`src/rtl/sound_pkg.sv`:
```
// sound_pkg: definitions shared by the tone path (note sequencer and
// tone_square_gen).
//   tone_state_e : square-wave generator state (IDLE / HIGH / LOW)
//   TONE_W       : default tone word width
//   TONE_SILENCE : largest tone word that means "no tone"
package sound_pkg;

  localparam int TONE_W       = 16;
  localparam int TONE_SILENCE = 1;

  typedef enum logic [1:0] {
    IDLE = 2'd0,
    HIGH = 2'd1,
    LOW  = 2'd2
  } tone_state_e;

endpackage

```
`src/rtl/tick_divider.sv`:
```
// tick_divider: prescaler producing one tick every PRESCALE clock cycles.
//   sound_clock : clock
//   rst_n       : asynchronous active-low reset
//   clear       : restart the count at 0 on the next edge
//   tick        : high on the cycle the count equals PRESCALE-1
//                 (high every cycle when PRESCALE = 1)
module tick_divider #(
  parameter int PRESCALE = 50
) (
  input  logic sound_clock,
  input  logic rst_n,
  input  logic clear,
  output logic tick
);

  localparam int CW = (PRESCALE > 1) ? $clog2(PRESCALE) : 1;
  localparam logic [CW-1:0] LAST = CW'(PRESCALE - 1);

  logic [CW-1:0] cnt;

  assign tick = (cnt == LAST);

  // NOTE: sequential state is updated with non-blocking assignments only, so
  // every flop samples pre-edge values regardless of process ordering.
  always_ff @(posedge sound_clock or negedge rst_n) begin
    if (!rst_n) begin
      cnt <= '0;
    end else if (clear || tick) begin
      cnt <= '0;
    end else begin
      cnt <= cnt + CW'(1);
    end
  end

endmodule

```
`src/rtl/tone_square_gen.sv`:
```
// tone_square_gen: turns a tone word (half-period in prescaled ticks) into a
// click-free square wave. A tone is latched only at the start of a period,
// and a stop or tone change takes effect only at a full-period boundary.
//   sound_clock : clock
//   rst_n       : asynchronous active-low reset
//   sound       : tone word, half-period in ticks; 0 or 1 = silence
//   enable      : play request; 0 stops at the end of the current period
//   speaker     : square-wave output (high during HIGH)
//   active      : high while a period is in progress (HIGH or LOW)
//   period_done : one-cycle pulse at the end of each full period
module tone_square_gen
  import sound_pkg::*;
#(
  parameter int PRESCALE = 50,
  parameter int TW       = TONE_W
) (
  input  logic          sound_clock,
  input  logic          rst_n,
  input  logic [TW-1:0] sound,
  input  logic          enable,
  output logic          speaker,
  output logic          active,
  output logic          period_done
);

  tone_state_e   state, next_state;
  logic [TW-1:0] hcnt;
  logic [TW-1:0] cur;
  logic          tick;
  logic          tick_clear;
  logic          tone_req;
  logic          half_end;
  logic          enter_high;
  logic          speaker_d, active_d, period_done_d;

  // A tone is only playable if the word is above the silence threshold.
  assign tone_req   = enable && (sound > TW'(TONE_SILENCE));
  // cur >= 2 whenever HIGH/LOW is active, so cur-1 cannot underflow there.
  assign half_end   = tick && (hcnt == cur - TW'(1));
  assign enter_high = (next_state == HIGH) && (state != HIGH);
  // Counter is parked in IDLE and restarted at each period start, so every
  // half-period is exactly cur*PRESCALE cycles.
  assign tick_clear = (state == IDLE) || enter_high;

  tick_divider #(
    .PRESCALE (PRESCALE)
  ) u_tick_divider (
    .sound_clock (sound_clock),
    .rst_n       (rst_n),
    .clear       (tick_clear),
    .tick        (tick)
  );

  // State register.
  always_ff @(posedge sound_clock or negedge rst_n) begin
    if (!rst_n) begin
      state <= IDLE;
    end else begin
      state <= next_state;
    end
  end

  // Next-state logic.
  // NOTE: next_state gets a default before the case so no path leaves it
  // unassigned, which would otherwise infer a latch.
  always_comb begin
    next_state = state;
    unique case (state)
      IDLE: if (tone_req) next_state = HIGH;
      HIGH: if (half_end) next_state = LOW;
      LOW:  if (half_end) next_state = tone_req ? HIGH : IDLE;
      default: next_state = IDLE;
    endcase
  end

  // Output decode, computed from the next state and registered below so the
  // outputs change on the same edge as the state.
  always_comb begin
    speaker_d     = (next_state == HIGH);
    active_d      = (next_state != IDLE);
    period_done_d = (state == LOW) && half_end;
  end

  always_ff @(posedge sound_clock or negedge rst_n) begin
    if (!rst_n) begin
      speaker     <= 1'b0;
      active      <= 1'b0;
      period_done <= 1'b0;
    end else begin
      speaker     <= speaker_d;
      active      <= active_d;
      period_done <= period_done_d;
    end
  end

  // Half-period counter: restarts on every state change, counts ticks.
  always_ff @(posedge sound_clock or negedge rst_n) begin
    if (!rst_n) begin
      hcnt <= '0;
    end else if (next_state != state) begin
      hcnt <= '0;
    end else if (tick && (state != IDLE)) begin
      hcnt <= hcnt + TW'(1);
    end
  end

  // Tone register: sound is sampled only at the start of a period.
  always_ff @(posedge sound_clock or negedge rst_n) begin
    if (!rst_n) begin
      cur <= '0;
    end else if (enter_high) begin
      cur <= sound;
    end
  end

endmodule

```
`config.mk`:
```
export PLATFORM = sky130hd
export DESIGN_NAME = tone_square_gen
export DESIGN_NICKNAME = d
export VERILOG_FILES = /design/src/rtl/sound_pkg.sv /design/src/rtl/tick_divider.sv /design/src/rtl/tone_square_gen.sv
export SDC_FILE = /design/constraint.sdc
export NUM_CORES = 1
export LEC_CHECK = 0
export BUFFER_PORTS_ARGS = -buffer_cell sky130_fd_sc_hd__buf_2
export CAP_MARGIN = 30
export CORE_AREA = 2 2 85 87
export DETAILED_ROUTE_END_ITERATION = 8
export DIE_AREA = 0 0 87 89
export SLEW_MARGIN = 20
export SYNTH_ARGS = -nofsm -noshare
export SYNTH_HDL_FRONTEND = slang
export SYNTH_SLANG_ARGS = --single-unit
export TNS_END_PERCENT = 30
```
`constraint.sdc`:
```
create_clock -name sound_clock -period 12.14 [get_ports sound_clock]
set_clock_uncertainty 0.1 [all_clocks]
set_input_delay 1.821 -clock sound_clock [delete_from_list [all_inputs] [get_ports sound_clock]]
set_output_delay 1.821 -clock sound_clock [all_outputs]
set_load 0.02 [all_outputs]
```
==> metrics.cfg, run 1 <==
[placed_design]
portBuffers=21
place.gp.congestion=0.9210
post-place-cells=349
hpwl_mm=4.325

[power]
ir_worst_vdd_mv=0.04413
switching_share_pct=35.96
pwr-share-comb_pct=30.6
p_int_mw=0.2853
power_density_nw_per_um2=154.8
p_leak_nw=1.234
net-switching-power_mw=0.1602
clkPwrFrac_pct=20.7
power_frac_seq_pct=48.7

[die]
die_area_um2=7743
row_count=30
core-area_um2=6719
die_w_um=87
initial_core_util_pct=39.22
io_pins=22
dieHeight_um=89

[cells_and_area]
fin_nets=300
drive_gt1_share_pct=17.69
fillers=619
area_growth_pct=9.212
multiInputGateArea_um2=1458
stdcell_count=357
antenna_cells=0
seq_area_um2=1076

[timing]
fin_tns_setup_ns=0
slew_headroom_pct=40.01
worst_pin_slew_ns=0.8874
setup_viol=0
rsz0062_at_grt=false
drv_slew=0
fin_hold_ws_ns=0.4020
post-route-period-util_pct=32.86
hold_viol_final=0
period_needed_ns=3.990
fmax_ghz=0.2507

[synth]
ys_seq_area_share_pct=40.84
synth_top_area_cell=dfrtp_1
synthArstFlopShare_pct=100.0
post_synth_num_cell_types=55
ys_top_cells_by_area=dfrtp_1, xor2_1, mux2_4
ys_warn_count=0
yosys_most_used_dff=dfrtp_1
synthTopCellsByCount=dfrtp_1, nor2_1, xor2_1, nor3_1, nand2_1
ys_ff_latch=43
synth-edff-count=0
synth_top_area_share_pct=40.84
netlist_instances=262
synth_area_um2=2635
yosysMostFrequentCell=dfrtp_1
syn_nets=285
syn_avg_cell_area_um2=10.06

[global_routing]
grt_pass1_vias=1882
track_usage_pct=15.68
grt_overflow_total=0
grt_pass1_wl_mm=9.356
grt_max_degree=23
antenna_found_initial=0

[cts]
cts_repair_resize_count=0
clk_path_buf_depth=2
hold_buffers=0
worstSkewPairLatency_ns=0.29
htreeDepth=2
clock-sinks=43
root_buffer=clkbuf_8
postCtsSetupBuffers=0
clk_pin_slew_ns=0.08
cts_tree=done
cts_buffers=5

[critical_path]
r2r-end=cur[2]
worstRegToRegCells=10
crit_required_ns=12.22
cp-start-kind=register
r2r_slack_ns=8.15
r2r_start=cur[0]
critPathArrivalTime_ns=4.07
worstSetupEndpointType=register
path_class=reg -> reg
cp_max_fo=16

[routing]
firstDrtPassIters=4
drtIter0Drc=113
drc=0
wl_per_cell_um=15.76
vias=1993
antenna_left=0
via_per_inst=5.583
routed_wl_mm=5.627

[hold_path]
min_to=u_tick_divider.cnt[0]
hp-start=u_tick_divider.cnt[0]
min_path_cells=1
hold_path.class=reg -> reg

[run_status]
outcome=complete, no violations

[job]
maxCapViolCount=0

[power by group through the flow]
stage	clock [mW]	sequential, mW	combinational, mW
floorplan	0	0.198	0.122
global placement	0	0.218	0.133
detailed placement	0	0.219	0.136
CTS	0.0967	0.216	0.136
global route	0.102	0.221	0.153
finish	0.0924	0.217	0.136
[layout make-up]
class | count | area share [%]
Clock inverter | 1 | 0.1739
Tap cell | 80 | 3.478
Multi-Input combinational cell | 199 | 50.65
Timing Repair Buffer | 23 | 4.783
Inverter | 5 | 0.6522
Sequential cell | 43 | 37.39
Clock buffer | 6 | 2.870
[through the flow]
step	setup slack (ns)	power (mW)	util, %	instance area, um2
2_1_floorplan	8.239	0.3198	-	2635
3_3_place_gp	8.245	0.3507	41.04	2758
3_5_place_dp	8.163	0.3546	41.45	2785
4_1_cts	8.145	0.4492	42.76	2873
5_1_grt	7.963	0.4764	42.83	2878
6_report	8.150	0.4456	42.83	2878
[metal layers]
| layer | wire, um | GRT usage [%] | up-vias |
|---|---|---|---|
| met3 | 187 | 3.601 | 8 |
| met5 | 0 | 0 | - |
| met4 | 78 | 5.114 | 0 |
| met1 | 2693 | 20.97 | 968 |
| li1 | - | - | 984 |
| met2 | 2668 | 25.19 | 33 |
[flip-flops by register name (all words and copies together) (netlist names)]
signal / flops
speaker: 1
active: 1
cur: 16
state: 2
u_tick_divider.cnt: 6
period_done: 1
hcnt: 16
[logic make-up (layout without fill, tap and decap cells)]
group / Yosys count / in the layout / share of synthesized area [%]
adder cells (fa/ha/maj): 4 / 4 / 1.899
AO/OA/AOI/OAI: 35 / 35 / 10.45
flip-flops: 43 / 43 / 40.84
XOR/XNOR: 34 / 34 / 11.30
buffers and inverters: 20 / 35 / 3.846
multiplexers: 19 / 19 / 9.449
AND/OR/NAND/NOR: 107 / 107 / 22.22
[worst max path at each step]
stage | startpoint | to | slack (ns) | cells after the start
finish | cur[0] | cur[2] | 8.15 | 10
global route | cur[0] | cur[6] | 7.96 | 10
floorplan | cur[0] | cur[0] | 8.24 | 14
CTS | cur[0] | cur[2] | 8.15 | 10
detailed placement | cur[0] | cur[2] | 8.16 | 10
global placement | cur[0] | cur[4] | 8.25 | 10
[layout by cell type (no fill, tap or decap), types with 2 or more instances in the layout]
cell type	n
o21ai_0	2
nor4b_1	2
a41oi_1	2
inv_1	5
mux2i_1	2
or3_1	2
nand4_1	9
buf_2	22
nor3_1	18
nand2_1	13
and3_1	3
ha_1	4
nor2_1	24
dfrtp_1	43
a31oi_1	2
nor4_1	9
o21bai_1	3
xor2_1	23
nand3_1	12
o21ai_1	2
mux2_4	10
nand2b_1	2
xnor2_1	11
a21oi_1	8
a2111oi_0	2
and4_1	2
mux2_1	6
clkbuf_8	6
[worst max-delay path, stage by stage (launching register included)]
cell and delay [ns]:
dfrtp_1 0.48, inv_1 0.09, ha_1 0.34, or4b_4 0.53, or3_1 0.35, a2111o_1 0.43, or4_4 0.53, a2111oi_4 0.23
a21boi_2 0.13, nand2b_4 0.29, mux2_1 0.36
No activity file was read; power rests on OpenSTA's default activity.
==> run 2: changes to the inputs <==
Settings changed: ABC_AREA set to 1, CORE_AREA 2 2 85 87 to 2 2 89 91, DIE_AREA 0 0 87 89 to 0 0 91 93.
Clock period 12.14 ns to 3.6 ns, I/O delays scaled along.
==> run 2 against run 1 <==
Effect of this change:
- worst hold slack got worse by 0.37 ns
- core utilization rose by 0.39 points
- register-to-register slack worse by 7.2 ns
- sequential power grew to 2.9 times the previous value
- global-route usage up 2.3 points
- clock power rose to 4.3 times the previous value
- design area rose by 13%
- largest cell class unchanged
- largest power group unchanged
==> metrics.cfg, run 2 <==
[power]
p_int_mw=0.9153  ; was 0.2853 mW
clkPwrFrac_pct=28.9  ; was 20.7%
fin_total_pwr_mw=1.389  ; was 0.4456 mW
power_frac_seq_pct=44.9  ; was 48.7%
pwr-share-comb_pct=26.2  ; was 30.6%
net-switching-power_mw=0.4733  ; was 0.1602 mW
power_density_nw_per_um2=426.8  ; was 154.8 nW/um2
switching_share_pct=34.08  ; was 35.96%
p_leak_nw=1.636  ; was 1.234 nW
ir_worst_vdd_mv=0.2238  ; was 0.04413 mV

[cts]
root_buffer=clkbuf_8  ; unchanged
clock-sinks=43  ; unchanged
cts_tree=done  ; unchanged
clk_path_buf_depth=2  ; unchanged
htreeDepth=2  ; unchanged
cts_repair_resize_count=0  ; unchanged
hold_buffers=0  ; unchanged
clk_pin_slew_ns=0.09  ; was 0.08 ns
worstSkewPairLatency_ns=0.30  ; was 0.29 ns
postCtsSetupBuffers=0  ; unchanged
cts_buffers=5  ; unchanged

[cells_and_area]
antenna_cells=0  ; unchanged
top_regs=cur x16, hcnt x16, u_tick_divider.cnt x6  ; unchanged
fin_area_um2=3253  ; was 2878 um2
stdcell_count=555  ; was 357
area_growth_pct=11.40  ; was 9.212%
fillers=820  ; was 619
mostFrequentLayoutCells=nand2_1, nor2_1, inv_1, dfrtp_1, nand3_1  ; was dfrtp_1, nor2_1, xor2_1, buf_2, nor3_1
fin_util_pct=43.22  ; was 42.83%
final_common_cell=nand2_1  ; was dfrtp_1
fin_nets=475  ; was 300
drive_gt1_share_pct=10.60  ; was 17.69%

[synth]
synthArstFlopShare_pct=100.0  ; unchanged
ys_warn_count=0  ; unchanged
post_synth_num_cell_types=32  ; was 55
synth_top_area_share_pct=36.85  ; was 40.84%
yosysMostFrequentCell=nand2_1  ; was dfrtp_1
syn_nets=451  ; was 285
synth_area_um2=2920  ; was 2635 um2
synth_top_area_cell=dfrtp_1  ; unchanged
ys_ff_latch=43  ; unchanged
syn_avg_cell_area_um2=6.823  ; was 10.06 um2
synth-edff-count=0  ; unchanged
ys_top_cells_by_area=dfrtp_1, nand2_1, nor2_1  ; was dfrtp_1, xor2_1, mux2_4
netlist_instances=428  ; was 262
synthTopCellsByCount=nand2_1, nor2_1, inv_1, dfrtp_1, nand3_1  ; was dfrtp_1, nor2_1, xor2_1, nor3_1, nand2_1
ys_seq_area_share_pct=36.85  ; was 40.84%
yosys_most_used_dff=dfrtp_1  ; unchanged

[placed_design]
portBuffers=21  ; unchanged
post-place-cells=547  ; was 349
place.gp.congestion=0.8757  ; was 0.9210
hpwl_mm=5.545  ; was 4.325 mm
placed_area_um2=3136  ; was 2785 um2

[timing]
hold_viol_final=0  ; unchanged
slew_headroom_pct=66.72  ; was 40.01%
drv_slew=0  ; unchanged
worst_pin_slew_ns=0.4962  ; was 0.8874 ns
fin_tns_setup_ns=0  ; unchanged
fmax_ghz=0.3794  ; was 0.2507 GHz
rsz0062_at_grt=false  ; unchanged
period_needed_ns=2.636  ; was 3.990 ns
setup_viol=0  ; unchanged
post-route-period-util_pct=73.21  ; was 32.86%

[global_routing]
antenna_found_initial=0  ; unchanged
grt_pass1_vias=2616  ; was 1,882
track_usage_pct=17.97  ; was 15.68%
grt_max_degree=31  ; was 23
grt_pass1_wl_mm=12.21  ; was 9.356 mm
grt_overflow_total=0  ; unchanged

[routing]
vias=2631  ; was 1,993
antenna_left=0  ; unchanged
routed_wl_mm=6.963  ; was 5.627 mm
drc=0  ; unchanged
firstDrtPassIters=4  ; unchanged
drtIter0Drc=127  ; was 113
wl_per_cell_um=12.55  ; was 15.76 um
via_per_inst=4.741  ; was 5.583

[die]
io_pins=22  ; unchanged
dieHeight_um=93  ; was 89 um
core-area_um2=7527  ; was 6719 um2
die_area_um2=8463  ; was 7743 um2
initial_core_util_pct=38.80  ; was 39.22%
die_w_um=91  ; was 87 um
row_count=32  ; was 30

[critical_path]
path_buf_inv=1  ; unchanged
cp-start-kind=register  ; unchanged
worstPathCellList=inv_1 -> ha_1 -> nand2_1 -> nor2_1 -> nand2_1 -> a21oi_1 -> nand2_1 -> nor2_1 -> nand2_1 -> nor2_1 -> nand3_1 -> nand2_1 -> nand2_2 -> nand2_1 -> o211ai_1  ; was inv_1 -> ha_1 -> or4b_4 -> or3_1 -> a2111o_1 -> or4_4 -> a2111oi_4 -> a21boi_2 -> nand2b_4 -> mux2_1
worstSetupEndpointType=register  ; unchanged
startpoint=cur[0]  ; unchanged
r2r_slack_ns=0.96  ; was 8.15 ns
max_stage_delay_ns=0.42  ; was 0.53 ns
critPathArrivalTime_ns=2.72  ; was 4.07 ns
cpMostUsedCell=nand2_1
critical-path-top-delay-family=simple AND/OR/NAND/NOR gates  ; unchanged
path_class=reg -> reg  ; unchanged
crit_slowest_cell=dfrtp_1  ; was or4b_4
cp_max_fo=17  ; was 16
r2r_start=cur[0]  ; unchanged
crit_required_ns=3.68  ; was 12.22 ns

[hold_path]
hold_path.class=in -> async  ; was reg -> reg

[run_status]
outcome=complete, no violations  ; unchanged

[job]
maxCapViolCount=0  ; unchanged

[run 2: changes by cell type after synthesis, moves of 5 or more]
cell / previous run / this run
nand2_1: 13 / 158
inv_1: 5 / 53
nand2_2: 0 / 6
clkbuf_1: 9 / 2
xor2_1: 23 / 9
nor3b_1: 1 / 8
nand3_1: 12 / 22
mux2_1: 6 / 0
nor2_1: 24 / 54
mux2_4: 10 / 0
nor3_1: 18 / 6
nor4_1: 9 / 4
nand4_1: 9 / 20
[run 2: cells by family after synthesis]
kind of cell	count (synthesis)	synth area share (%)
and+or+nand+nor	293	45.63
buffers and inverters	59	8.226
DFF	43	36.85
xor gates and xnor gates	16	4.799
AOI/OAI and AO/OA	13	2.785
adders and majority gates	4	1.714
[run 2: per-stage QoR]
step | hold WS [ns] | worst slack, ns
2_1_floorplan | 0.1444 | 1.429
3_3_place_gp | 0.3865 | 0.9928
3_5_place_dp | 0.3792 | 0.9769
4_1_cts | 0.04514 | 0.9764
5_1_grt | 0.05759 | 0.5921
6_report | 0.03387 | 0.9643
[run 2: area by class of cell]
| class | count | area, um2 | area share [%] |
|---|---|---|---|
| Clock buffer | 6 | 82.58 | 2.538 |
| Clock inverter | 2 | 35.03 | 1.077 |
| Inverter | 54 | 202.7 | 6.231 |
| Multi-Input combinational cell | 326 | 1604 | 49.31 |
| Sequential cell | 43 | 1076 | 33.08 |
| Tap cell | 102 | 127.6 | 3.923 |
| Timing Repair Buffer | 22 | 125.1 | 3.846 |
[run 2: final timing paths]
check                      depth (start not counted)                    end
max                                               15                 active
min reg2reg                                        1  u_tick_divider.cnt[0]
min in group sound_clock                           1  u_tick_divider.cnt[0]
max in group asynchronous                          2                 cur[3]
max reg2reg                                       15                 active
min                                                1               hcnt[12]
[run 2: power groups by stage]
stage | logic, mW | registers, mW | clock network (mW)
floorplan | 0.287 | 0.612 | 0
global placement | 0.355 | 0.633 | 0
detailed placement | 0.366 | 0.635 | 0
CTS | 0.368 | 0.625 | 0.411
global route | 0.437 | 0.637 | 0.427
finish | 0.364 | 0.623 | 0.401
[run 2: per-layer routing]
metal / part of all wire (%) / track usage (%) / vias up
li1: - / - / 1392
met5: 0 / 0 / -
met1: 47 / 23.48 / 1209
met3: 2.4 / 2.659 / 7
met4: 0.92 / 4.798 / 0
met2: 50 / 31.23 / 23
[run 2: worst reg2reg max path: stages, from the launching register on]
cell,delay [ns]
dfrtp_1,0.42
inv_1,0.12
ha_1,0.23
nand2_1,0.09
nor2_1,0.24
nand2_1,0.09
a21oi_1,0.16
nand2_1,0.09
nor2_1,0.09
nand2_1,0.05
nor2_1,0.15
nand3_1,0.12
nand2_1,0.11
nand2_2,0.20
nand2_1,0.19
o211ai_1,0.10
